--- src/rtl/i2c_pkg.sv ---
// ---------------------------------------------------------------------------
// i2c_pkg
// Shared definitions for the I2C target responder that stands in for an
// ADT7420 temperature sensor: the protocol FSM state type, the register map
// addresses and the default 7-bit device address.
// ---------------------------------------------------------------------------
`timescale 1ns/1ps
package i2c_pkg;

  typedef enum logic [3:0] {
    IDLE,
    ADDR,
    ADDR_ACK,
    PTR,
    PTR_ACK,
    WDATA,
    WDATA_ACK,
    RDATA,
    RDATA_MACK,
    IGNORE
  } i2c_state_t;

  localparam logic [7:0] REG_TEMP_MSB = 8'h00;
  localparam logic [7:0] REG_TEMP_LSB = 8'h01;
  localparam logic [7:0] REG_STATUS   = 8'h02;
  localparam logic [7:0] REG_CONFIG   = 8'h03;
  localparam logic [7:0] REG_ID       = 8'h0B;

  localparam logic [6:0] DEFAULT_DEV_ADDR = 7'h48;

endpackage

--- src/rtl/i2c_bus_conditioner.sv ---
// ---------------------------------------------------------------------------
// i2c_bus_conditioner
// Brings the raw SCL/SDA lines into the clk domain and turns them into
// single-cycle bus events.
//
// Ports:
//   clk, rst_n        system clock, asynchronous active-low reset
//   scl_in, sda_in    raw bus lines
//   scl_rise/scl_fall one-cycle SCL edge pulses
//   start/stop        one-cycle START / STOP condition pulses
//   sda_s             conditioned SDA level, used for bit sampling
//
// Build option: define I2C_TARGET_GLITCH_FILTER_EN to insert a 3-sample
// majority filter on both lines after the synchronizer.
// ---------------------------------------------------------------------------
`timescale 1ns/1ps
module i2c_bus_conditioner #(
  parameter int SYNC_STAGES = 2
) (
  input  logic clk,
  input  logic rst_n,
  input  logic scl_in,
  input  logic sda_in,
  output logic scl_rise,
  output logic scl_fall,
  output logic start,
  output logic stop,
  output logic sda_s
);

  logic [SYNC_STAGES-1:0] scl_sync;
  logic [SYNC_STAGES-1:0] sda_sync;
  logic                   scl_f;
  logic                   sda_f;
  logic                   scl_q;
  logic                   sda_q;

  // Synchronizers reset to the idle-high bus level so that leaving reset
  // never looks like an edge or a START.
  always_ff @(posedge clk or negedge rst_n) begin
    if (!rst_n) begin
      scl_sync <= '1;
      sda_sync <= '1;
    end else begin
      scl_sync <= {scl_sync[SYNC_STAGES-2:0], scl_in};
      sda_sync <= {sda_sync[SYNC_STAGES-2:0], sda_in};
    end
  end

`ifdef I2C_TARGET_GLITCH_FILTER_EN
  logic [2:0] scl_hist;
  logic [2:0] sda_hist;

  // Majority of the last three samples: a single-cycle glitch can never win.
  always_ff @(posedge clk or negedge rst_n) begin
    if (!rst_n) begin
      scl_hist <= '1;
      sda_hist <= '1;
      scl_f    <= 1'b1;
      sda_f    <= 1'b1;
    end else begin
      scl_hist <= {scl_hist[1:0], scl_sync[SYNC_STAGES-1]};
      sda_hist <= {sda_hist[1:0], sda_sync[SYNC_STAGES-1]};
      scl_f    <= (scl_hist[0] & scl_hist[1]) | (scl_hist[0] & scl_hist[2]) |
                  (scl_hist[1] & scl_hist[2]);
      sda_f    <= (sda_hist[0] & sda_hist[1]) | (sda_hist[0] & sda_hist[2]) |
                  (sda_hist[1] & sda_hist[2]);
    end
  end
`else
  assign scl_f = scl_sync[SYNC_STAGES-1];
  assign sda_f = sda_sync[SYNC_STAGES-1];
`endif

  always_ff @(posedge clk or negedge rst_n) begin
    if (!rst_n) begin
      scl_q <= 1'b1;
      sda_q <= 1'b1;
    end else begin
      scl_q <= scl_f;
      sda_q <= sda_f;
    end
  end

  // START/STOP need SCL high on both samples, so an SDA change that races an
  // SCL edge is not mistaken for a bus condition.
  assign scl_rise = scl_f & ~scl_q;
  assign scl_fall = ~scl_f & scl_q;
  assign start    = scl_f & scl_q & sda_q & ~sda_f;
  assign stop     = scl_f & scl_q & ~sda_q & sda_f;
  assign sda_s    = sda_f;

endmodule

--- src/rtl/i2c_target_responder.sv ---
// ---------------------------------------------------------------------------
// i2c_target_responder
// I2C target that answers like an ADT7420 temperature sensor, for bring-up
// of the sensor-controller path without the physical part.
//
// Ports:
//   clk, rst_n   system clock (>= 16x SCL), asynchronous active-low reset
//   scl_in       raw SCL
//   sda_in       raw SDA
//   sda_oe       1 = pull SDA low, 0 = release (open drain)
//   a_pins       A1,A0 address select, replaces ADDR_BASE[1:0]
//   temp_value   live temperature word served at 0x00/0x01
//   status_in    value served at 0x02
//   config_reg   R/W register 0x03
//   wr_strobe    one-cycle pulse when config_reg is written
//   busy         high from an addressed START until STOP
//
// Build option: I2C_TARGET_GLITCH_FILTER_EN (see i2c_bus_conditioner).
// ---------------------------------------------------------------------------
`timescale 1ns/1ps
module i2c_target_responder
  import i2c_pkg::*;
#(
  parameter logic [6:0] ADDR_BASE   = DEFAULT_DEV_ADDR,
  parameter logic [7:0] DEVICE_ID   = 8'hCB,
  parameter int         SYNC_STAGES = 2
) (
  input  logic        clk,
  input  logic        rst_n,
  input  logic        scl_in,
  input  logic        sda_in,
  output logic        sda_oe,
  input  logic [1:0]  a_pins,
  input  logic [15:0] temp_value,
  input  logic [7:0]  status_in,
  output logic [7:0]  config_reg,
  output logic        wr_strobe,
  output logic        busy
);

  logic       scl_rise;
  logic       scl_fall;
  logic       start;
  logic       stop;
  logic       sda_s;

  i2c_state_t state;
  logic [3:0] bit_cnt;
  logic [7:0] shreg;
  logic [7:0] tx;
  logic [7:0] pointer;
  logic [7:0] snap_lsb;
  logic [7:0] rd_byte;
  logic       rw;
  logic       mack;

  i2c_bus_conditioner #(
    .SYNC_STAGES(SYNC_STAGES)
  ) u_cond (
    .clk      (clk),
    .rst_n    (rst_n),
    .scl_in   (scl_in),
    .sda_in   (sda_in),
    .scl_rise (scl_rise),
    .scl_fall (scl_fall),
    .start    (start),
    .stop     (stop),
    .sda_s    (sda_s)
  );

  // Register read mux. The MSB of the temperature comes live; the LSB comes
  // from the snapshot taken when the MSB was loaded, so a 2-byte read is
  // coherent.
  always_comb begin
    rd_byte = 8'h00;
    case (pointer)
      REG_TEMP_MSB: rd_byte = temp_value[15:8];
      REG_TEMP_LSB: rd_byte = snap_lsb;
      REG_STATUS:   rd_byte = status_in;
      REG_CONFIG:   rd_byte = config_reg;
      REG_ID:       rd_byte = DEVICE_ID;
      default:      rd_byte = 8'h00;
    endcase
  end

  // Protocol FSM. All SDA changes happen on the cycle after a detected
  // scl_fall, which gives the initiator hold time after SCL goes low.
  always_ff @(posedge clk or negedge rst_n) begin
    if (!rst_n) begin
      state      <= IDLE;
      bit_cnt    <= '0;
      shreg      <= '0;
      tx         <= '0;
      pointer    <= '0;
      snap_lsb   <= '0;
      config_reg <= '0;
      wr_strobe  <= 1'b0;
      busy       <= 1'b0;
      sda_oe     <= 1'b0;
      rw         <= 1'b0;
      mack       <= 1'b1;
    end else begin
      wr_strobe <= 1'b0;

      if (stop) begin
        state   <= IDLE;
        sda_oe  <= 1'b0;
        busy    <= 1'b0;
        bit_cnt <= '0;
      end else if (start) begin
        state   <= ADDR;
        sda_oe  <= 1'b0;
        bit_cnt <= '0;
      end else begin
        // Receive shifting is shared by every state that takes a byte in.
        if (scl_rise && bit_cnt != 4'd8 &&
            (state == ADDR || state == PTR || state == WDATA)) begin
          shreg   <= {shreg[6:0], sda_s};
          bit_cnt <= bit_cnt + 4'd1;
        end

        case (state)
          IDLE, IGNORE: begin
            sda_oe <= 1'b0;
          end

          ADDR: begin
            if (scl_fall && bit_cnt == 4'd8) begin
              bit_cnt <= '0;
              if (shreg[7:1] == {ADDR_BASE[6:2], a_pins}) begin
                sda_oe <= 1'b1;
                busy   <= 1'b1;
                rw     <= shreg[0];
                state  <= ADDR_ACK;
              end else begin
                sda_oe <= 1'b0;
                state  <= IGNORE;
              end
            end
          end

          ADDR_ACK: begin
            if (scl_fall) begin
              if (!rw) begin
                sda_oe  <= 1'b0;
                bit_cnt <= '0;
                state   <= PTR;
              end else begin
                // Releasing the ACK and driving data bit 7 share one cycle.
                tx      <= rd_byte;
                sda_oe  <= ~rd_byte[7];
                bit_cnt <= 4'd1;
                if (pointer == REG_TEMP_MSB) snap_lsb <= temp_value[7:0];
                state   <= RDATA;
              end
            end
          end

          PTR: begin
            if (scl_fall && bit_cnt == 4'd8) begin
              pointer <= shreg;
              sda_oe  <= 1'b1;
              state   <= PTR_ACK;
            end
          end

          PTR_ACK, WDATA_ACK: begin
            if (scl_fall) begin
              sda_oe  <= 1'b0;
              bit_cnt <= '0;
              state   <= WDATA;
            end
          end

          WDATA: begin
            if (scl_fall && bit_cnt == 4'd8) begin
              sda_oe <= 1'b1;
              if (pointer == REG_CONFIG) begin
                config_reg <= shreg;
                wr_strobe  <= 1'b1;
              end
              pointer <= pointer + 8'd1;
              state   <= WDATA_ACK;
            end
          end

          RDATA: begin
            // bit_cnt counts bits already placed on SDA.
            if (scl_fall) begin
              if (bit_cnt == 4'd8) begin
                sda_oe <= 1'b0;
                state  <= RDATA_MACK;
              end else begin
                sda_oe  <= ~tx[6];
                tx      <= {tx[6:0], 1'b0};
                bit_cnt <= bit_cnt + 4'd1;
              end
            end
          end

          RDATA_MACK: begin
            if (scl_rise) begin
              mack    <= sda_s;
              pointer <= pointer + 8'd1;
            end else if (scl_fall) begin
              if (!mack) begin
                tx      <= rd_byte;
                sda_oe  <= ~rd_byte[7];
                bit_cnt <= 4'd1;
                if (pointer == REG_TEMP_MSB) snap_lsb <= temp_value[7:0];
                state   <= RDATA;
              end else begin
                sda_oe <= 1'b0;
                state  <= IGNORE;
              end
            end
          end

          default: begin
            sda_oe <= 1'b0;
            state  <= IDLE;
          end
        endcase
      end
    end
  end

endmodule

--- config.mk ---
export PLATFORM = sky130hd
export DESIGN_NAME = i2c_target_responder
export DESIGN_NICKNAME = d
export VERILOG_FILES = /design/src/rtl/i2c_pkg.sv /design/src/rtl/i2c_bus_conditioner.sv /design/src/rtl/i2c_target_responder.sv
export SDC_FILE = /design/constraint.sdc
export NUM_CORES = 1
export LEC_CHECK = 0
export ABC_CLOCK_PERIOD_IN_PS = 2650
export BUFFER_PORTS_ARGS = -buffer_cell sky130_fd_sc_hd__buf_2
export CAP_MARGIN = 20
export CORE_UTILIZATION = 48
export CTS_BUF_LIST = sky130_fd_sc_hd__clkbuf_4
export DETAILED_ROUTE_END_ITERATION = 10
export HOLD_SLACK_MARGIN = 0.06
export PLACE_DENSITY = 0.8
export SLEW_MARGIN = 20
export SYNTH_ARGS = -nofsm -noshare
export SYNTH_HDL_FRONTEND = slang
export SYNTH_SLANG_ARGS = --single-unit
--- constraint.sdc ---
create_clock -name clk -period 2.65 [get_ports clk]
set_input_delay 0.795 -clock clk [delete_from_list [all_inputs] [get_ports clk]]
set_output_delay 0.795 -clock clk [all_outputs]
set_load 0.02 [all_outputs]
==> results of run 1 <==
==> worst min path at each step <==
| stage | start | end | slack, ns | depth (start not counted) |
|---|---|---|---|---|
| 2_1_floorplan | u_cond.scl_sync[0] | u_cond.scl_sync[1] | 0.35 | 0 |
| 5_1_grt | u_cond.sda_sync[0] | u_cond.sda_sync[1] | 0.36 | 0 |
| 4_1_cts | u_cond.sda_sync[0] | u_cond.sda_sync[1] | 0.36 | 0 |
| 6_report | u_cond.sda_sync[0] | u_cond.sda_sync[1] | 0.36 | 0 |
| 3_3_place_gp | u_cond.sda_sync[0] | u_cond.sda_sync[1] | 0.35 | 0 |
| 3_5_place_dp | u_cond.scl_sync[0] | u_cond.scl_sync[1] | 0.35 | 0 |
==> Yosys cell counts, drive strengths merged, types with 4 or more instances <==
master / n / share of area [%]
xnor2: 4 / 1.0
nand2b: 4 / 0.74
nor2: 14 / 1.6
o21ai: 24 / 3.7
ha: 6 / 2.2
nand4: 4 / 0.74
a222oi: 5 / 1.5
a31oi: 6 / 1.1
xor2: 4 / 1.0
a22o: 5 / 1.3
and3: 5 / 0.93
buf: 7 / 1.2
mux2: 32 / 11
nand2: 25 / 2.9
o31ai: 6 / 1.3
dfrtp: 51 / 38
nor2b: 4 / 0.74
nand3: 10 / 1.6
a221oi: 4 / 1.0
nand3b: 5 / 1.1
inv: 10 / 1.1
nor3: 15 / 2.5
a21oi: 18 / 2.8
clkbuf: 13 / 1.5
dfstp: 7 / 5.5
==> power by group through the flow <==
stage                     Combinational, mW  Sequential (mW)  Clock [mW]
after floorplan                      0.0982            0.970           0
after global placement                0.152            0.991           0
after CTS                             0.157            0.977       0.931
final                                 0.156            0.978       0.915
after detailed placement              0.156            0.993           0
after global routing                  0.175            0.982       0.958
==> worst max-delay path: stages, from the launching register on <==
cell and delay, ns:
sky130_fd_sc_hd__dfrtp_1 0.73, sky130_fd_sc_hd__nor3_2 0.17, sky130_fd_sc_hd__nand3_1 0.18, sky130_fd_sc_hd__nor3b_1 0.39, sky130_fd_sc_hd__o2111ai_2 0.40, sky130_fd_sc_hd__mux2_2 0.39
==> per-layer routing <==
layer | global-route usage (%) | part of all wire [%] | up-vias
met3 | 4.43 | 6.9 | 23
met5 | 0 | 0 | -
li1 | - | - | 1342
met1 | 30.1 | 41 | 1388
met2 | 39.6 | 49 | 129
met4 | 11.2 | 2.6 | 0
==> per-stage QoR <==
stage / worst slack (ns) / cells / total power [mW] / area (um2) / hold slack [ns]
global route: 0.0887 / 476 / 2.11 / 3870 / 0.358
detailed placement: 0.336 / 460 / 1.15 / 3670 / 0.349
finish: 0.260 / 476 / 2.05 / 3870 / 0.358
global placement: 0.447 / 460 / 1.14 / 3670 / 0.346
floorplan: 0.624 / 335 / 1.07 / 3360 / 0.345
CTS: 0.325 / 476 / 2.06 / 3870 / 0.358
==> cell usage in the layout (no fill, tap or decap), types with 7 or more instances in the layout <==
master / netlist / layout
sky130_fd_sc_hd__a21oi_1: 17 / 17
sky130_fd_sc_hd__dfrtp_1: 51 / 51
sky130_fd_sc_hd__clkbuf_4: 0 / 10
sky130_fd_sc_hd__o21ai_0: 22 / 22
sky130_fd_sc_hd__dfstp_2: 7 / 7
sky130_fd_sc_hd__mux2_2: 32 / 32
sky130_fd_sc_hd__nor3_1: 13 / 13
sky130_fd_sc_hd__nor2_1: 14 / 14
sky130_fd_sc_hd__buf_4: 0 / 8
sky130_fd_sc_hd__inv_1: 10 / 10
sky130_fd_sc_hd__nand2_1: 24 / 24
sky130_fd_sc_hd__nand3_1: 9 / 9
sky130_fd_sc_hd__buf_2: 5 / 40
==> cell families after synthesis <==
logic type,Yosys count,synth area share (%)
AO/OA/AOI/OAI,95,19.4
XOR/XNOR,8,2.09
adder cells (fa/ha/maj),6,2.23
buffers and inverters,30,3.84
flip-flops,58,43.5
multiplexers,35,11.6
AND/OR/NAND/NOR,103,17.4
==> final cells by class <==
class,count,area share (%)
Timing Repair Buffer,49,7.24
Clock buffer,10,1.94
Tap cell,96,3.10
Clock inverter,6,3.33
Inverter,10,0.969
Multi-Input combinational cell,247,45.7
Sequential cell,58,37.7
==> flow_summary.toml, run 1 <==
[cts]
cts_inserted_buffers = 9
cts_tree = "yes"
post_cts_setup_bufs = 0
post_cts_resized = 0
clock_tree.root_cell = "sky130_fd_sc_hd__clkbuf_4"
tritoncts_num_sinks = 58
clk_latency_ns = 0.42
cts-root-to-sink-buffers = 2
clkSlewWorstSetupHoldPaths_ns = 0.10
cts-htree-levels = 3
ctsHoldBuffers = 0

[route]
route.antenna.remaining_nets = 0
drt_iter0_drc = 247
post-route-drc-count = 0
drt_wl_total_um = 8210
num_vias = 2882
wire_per_inst_um = 17.2
avgViaCountPerCell = 6.05
drt_first_pass_iters = 5

[sta]
timing_worst_slew_pin_value_ns = 0.589
clock-skew-final_ns = 0.0150
rsz_0062_raised_after_global_routing = "no"
final_period_minus_worst_setup_slack_ns = 2.39
relSlewSlack_pct = 60.7
finalMaxSlewViolations = 0
setup_viols_final = 0
hold_violations = 0
achievable-frequency_mhz = 418
setup_tns_ns = 0
post-route-period-util_pct = 90.2

[synthesis]
synth.net_count = 371
sequential_element_share_of_the_synthesized_area_pct = 43.5
post_synth_instance_area_um2 = 3360
synth_cell_type_count = 62
yosysWarningCount = 0
post_synth.cell_area_avg_um2 = 10.0
ys_async_rst_share_pct = 100
top_flip_flop_cell_by_instance_count_after_synthesis = "sky130_fd_sc_hd__dfrtp_1"
post_synth_inst_count = 335
synth.ff_latch_count = 58
synth-edff-count = 0

[placed_design]
detailedPlacementHpwl_um = 5660
place.gp.congestion = 0.956
buffer_ports.inserted = 40

[setup_path]
worstSetupPathType = "flop to flop"
worst-path-max-fanout = 17
cp-endpoint = "snap_lsb[6]"
cp.arrival_ns = 2.69
timing.rr.start = "state[0]"
endpoint_kind = "flop"
rr_endpoint = "snap_lsb[6]"
r2r_cells = 5
crit_path_start = "state[0]"
crit_required_ns = 2.95
timing.critical_path.from_type = "flop"
setup.reg_to_reg.worst_slack_ns = 0.26

[die]
dieHeight_um = 85.7
die_w_um = 85.7
floorplan.core_area_um2 = 6790
floorplan_row_count = 30
floorplan.die_area_um2 = 7340
io-pin-count = 41
initial_core_utilization_pct = 49.4

[power]
net-switching-power_mw = 0.469
powerDensity_nw_per_um2 = 529
swShare_pct = 22.9
p_seq_share_pct = 47.7
combinationalPowerShare_pct = 7.6
cellLeakagePower_nw = 1.69
p_clk_share_pct = 44.7
p_int_mw = 1.58
max-vdd-ir-drop_mv = 0.399

[finish]
total_number_of_nets_in_the_final_design = 411
layout-area-overhead-vs-synth_pct = 15.3
insertedDiodeCount = 0
ff_latch_area_um2 = 1460
final_layout_size_suffix_gt1_share_pct = 29.5
area_of_the_multi_input_gates_um2 = 1770
nFillCells = 598
final_core_util_pct = 57.0

[grt]
grt_overflow_total = 0
first_pass_grt_wire_length_um = 13400
grt_util_all_layers_pct = 23.8
first_global_vias = 2730
grt_start_max_net_pins = 59
antenna_found_initial = 0

[flow_run]
max-cap-violations = 0

[min_path]
hold_class = "flop to flop"

[outcome]
outcome = "completed"
Note: power is estimated with default switching activity, not from simulation.
==> inputs of run 2 (changes only) <==
--- a/config.mk
+++ b/config.mk
@@ -9,7 +9,7 @@
 export BUFFER_PORTS_ARGS = -buffer_cell sky130_fd_sc_hd__buf_2
 export CAP_MARGIN = 20
 export CORE_UTILIZATION = 48
-export CTS_BUF_LIST = sky130_fd_sc_hd__clkbuf_4
+export CTS_BUF_LIST = sky130_fd_sc_hd__clkbuf_8
 export DETAILED_ROUTE_END_ITERATION = 10
 export HOLD_SLACK_MARGIN = 0.06
 export PLACE_DENSITY = 0.8
==> run 2 against run 1 <==
Effect of this change:
- first-iteration DRC count down 5.7%
- count of clock-buffer cells in the layout unchanged
- global-route usage up 0.48 points
- flip-flop and latch count unchanged
- non-clock buffer count unchanged
- clock power up 19%
- largest power group is now clock
==> flow_summary.toml, run 2 (synthesis gave the netlist of run 1 again) <==
[sta]
finalMaxSlewViolations = 0
hold-worst-slack_ns = 0.355
setup_tns_ns = 0
clock-skew-final_ns = 0.00670
final_period_minus_worst_setup_slack_ns = 2.37
postLayoutSetupSlackWorst_ns = 0.278
hold_violations = 0
timing_worst_slew_pin_value_ns = 0.589
achievable-frequency_mhz = 422
rsz_0062_raised_after_global_routing = "no"
setup_viols_final = 0
post-route-period-util_pct = 89.5
relSlewSlack_pct = 60.7

[setup_path]
worst-path-max-fanout = 17
cp.arrival_ns = 2.59
crit_path_top_delay_cell = "sky130_fd_sc_hd__dfrtp_1"
cp_top_family = "simple AND/OR/NAND/NOR gates"
timing.critical_path.buf_inv = 0
worstPathCellList = "nor3_2, nand3_1, nor3b_1, o2111ai_2, mux2_2"
max_stage_delay_ns = 0.72
worstSetupPathType = "flop to flop"
endpoint_kind = "flop"
crit_required_ns = 2.87
timing.critical_path.from_type = "flop"

[finish]
mostFrequentLayoutCell = "sky130_fd_sc_hd__dfrtp_1"
layout-area-overhead-vs-synth_pct = 17.1
stdcell_area_um2 = 3940
finish.cell_count_without_fillers = 476
insertedDiodeCount = 0
total_number_of_nets_in_the_final_design = 411
layout_common_cells = "sky130_fd_sc_hd__dfrtp_1, sky130_fd_sc_hd__buf_2, sky130_fd_sc_hd__mux2_2, sky130_fd_sc_hd__nand2_1, sky130_fd_sc_hd__o21ai_0"
final_core_util_pct = 57.9
final_layout_size_suffix_gt1_share_pct = 29.5

[route]
drt_iter0_drc = 233
drt_wl_total_um = 8350
avgViaCountPerCell = 6.06
wire_per_inst_um = 17.5
post-route-drc-count = 0
num_vias = 2884
route.antenna.remaining_nets = 0
drt_first_pass_iters = 6

[cts]
clk_latency_ns = 0.34
post_cts_resized = 0
post_cts_setup_bufs = 0
clkSlewWorstSetupHoldPaths_ns = 0.07
cts_tree = "yes"
cts_inserted_buffers = 9
cts-htree-levels = 3
cts-root-to-sink-buffers = 2
tritoncts_num_sinks = 58
clock_tree.root_cell = "sky130_fd_sc_hd__clkbuf_8"
ctsHoldBuffers = 0

[outcome]
outcome = "completed"

[grt]
antenna_found_initial = 0
first_global_vias = 2766
first_pass_grt_wire_length_um = 13600
grt_start_max_net_pins = 59
grt_util_all_layers_pct = 24.3
grt_overflow_total = 0

[placed_design]
detailedPlacementHpwl_um = 5660
buffer_ports.inserted = 40
dp_worst_setup_slack_ns = 0.336
place.gp.congestion = 0.956
dpl.cell_count = 460
placedInstanceArea_um2 = 3670

[die]
floorplan.die_area_um2 = 7340
floorplan.core_area_um2 = 6790
die_w_um = 85.7
dieHeight_um = 85.7
io-pin-count = 41
initial_core_utilization_pct = 49.4
floorplan_row_count = 30

[power]
powerDensity_nw_per_um2 = 565
p_total_mw = 2.23
max-vdd-ir-drop_mv = 0.357
cellLeakagePower_nw = 1.72

[flow_run]
max-cap-violations = 0

[min_path]
hold_class = "flop to flop"
-- run 2: where the power goes --
| part | total (mW) | switching, mW | internal (mW) |
|---|---|---|---|
| clock | 1.09 | 0.350 | 0.740 |
| sequential | 0.979 | 0.0550 | 0.924 |
| combinational | 0.156 | 0.0772 | 0.0791 |
| total | 2.23 | 0.482 | 1.74 |
-- run 2: worst paths after layout --
path	to	from	slack (ns)	cells past startpoint
max	snap_lsb[6]	state[2]	0.28	5
min	u_cond.sda_sync[1]	u_cond.sda_sync[0]	0.35	0
max reg2reg	snap_lsb[6]	state[2]	0.28	5
min reg2reg	u_cond.sda_sync[1]	u_cond.sda_sync[0]	0.35	0
max in group asynchronous	u_cond.sda_sync[0]	rst_n	1.89	2
min in group asynchronous	bit_cnt[2]	rst_n	0.46	2
-- run 2: per-layer routing --
layer	GRT usage [%]	part of all wire [%]
met5	0	0
met4	9.24	1.6
met3	5.29	6.0
met2	41.1	50
met1	30.5	42
-- run 2: area by class of cell --
type	count	area (um2)
Clock inverter	6	129
Fill cell	596	2860
Timing Repair Buffer	49	280
Multi-Input combinational cell	247	1770
Tap cell	96	120
Sequential cell	58	1460
Inverter	10	37.5
Clock buffer	10	138
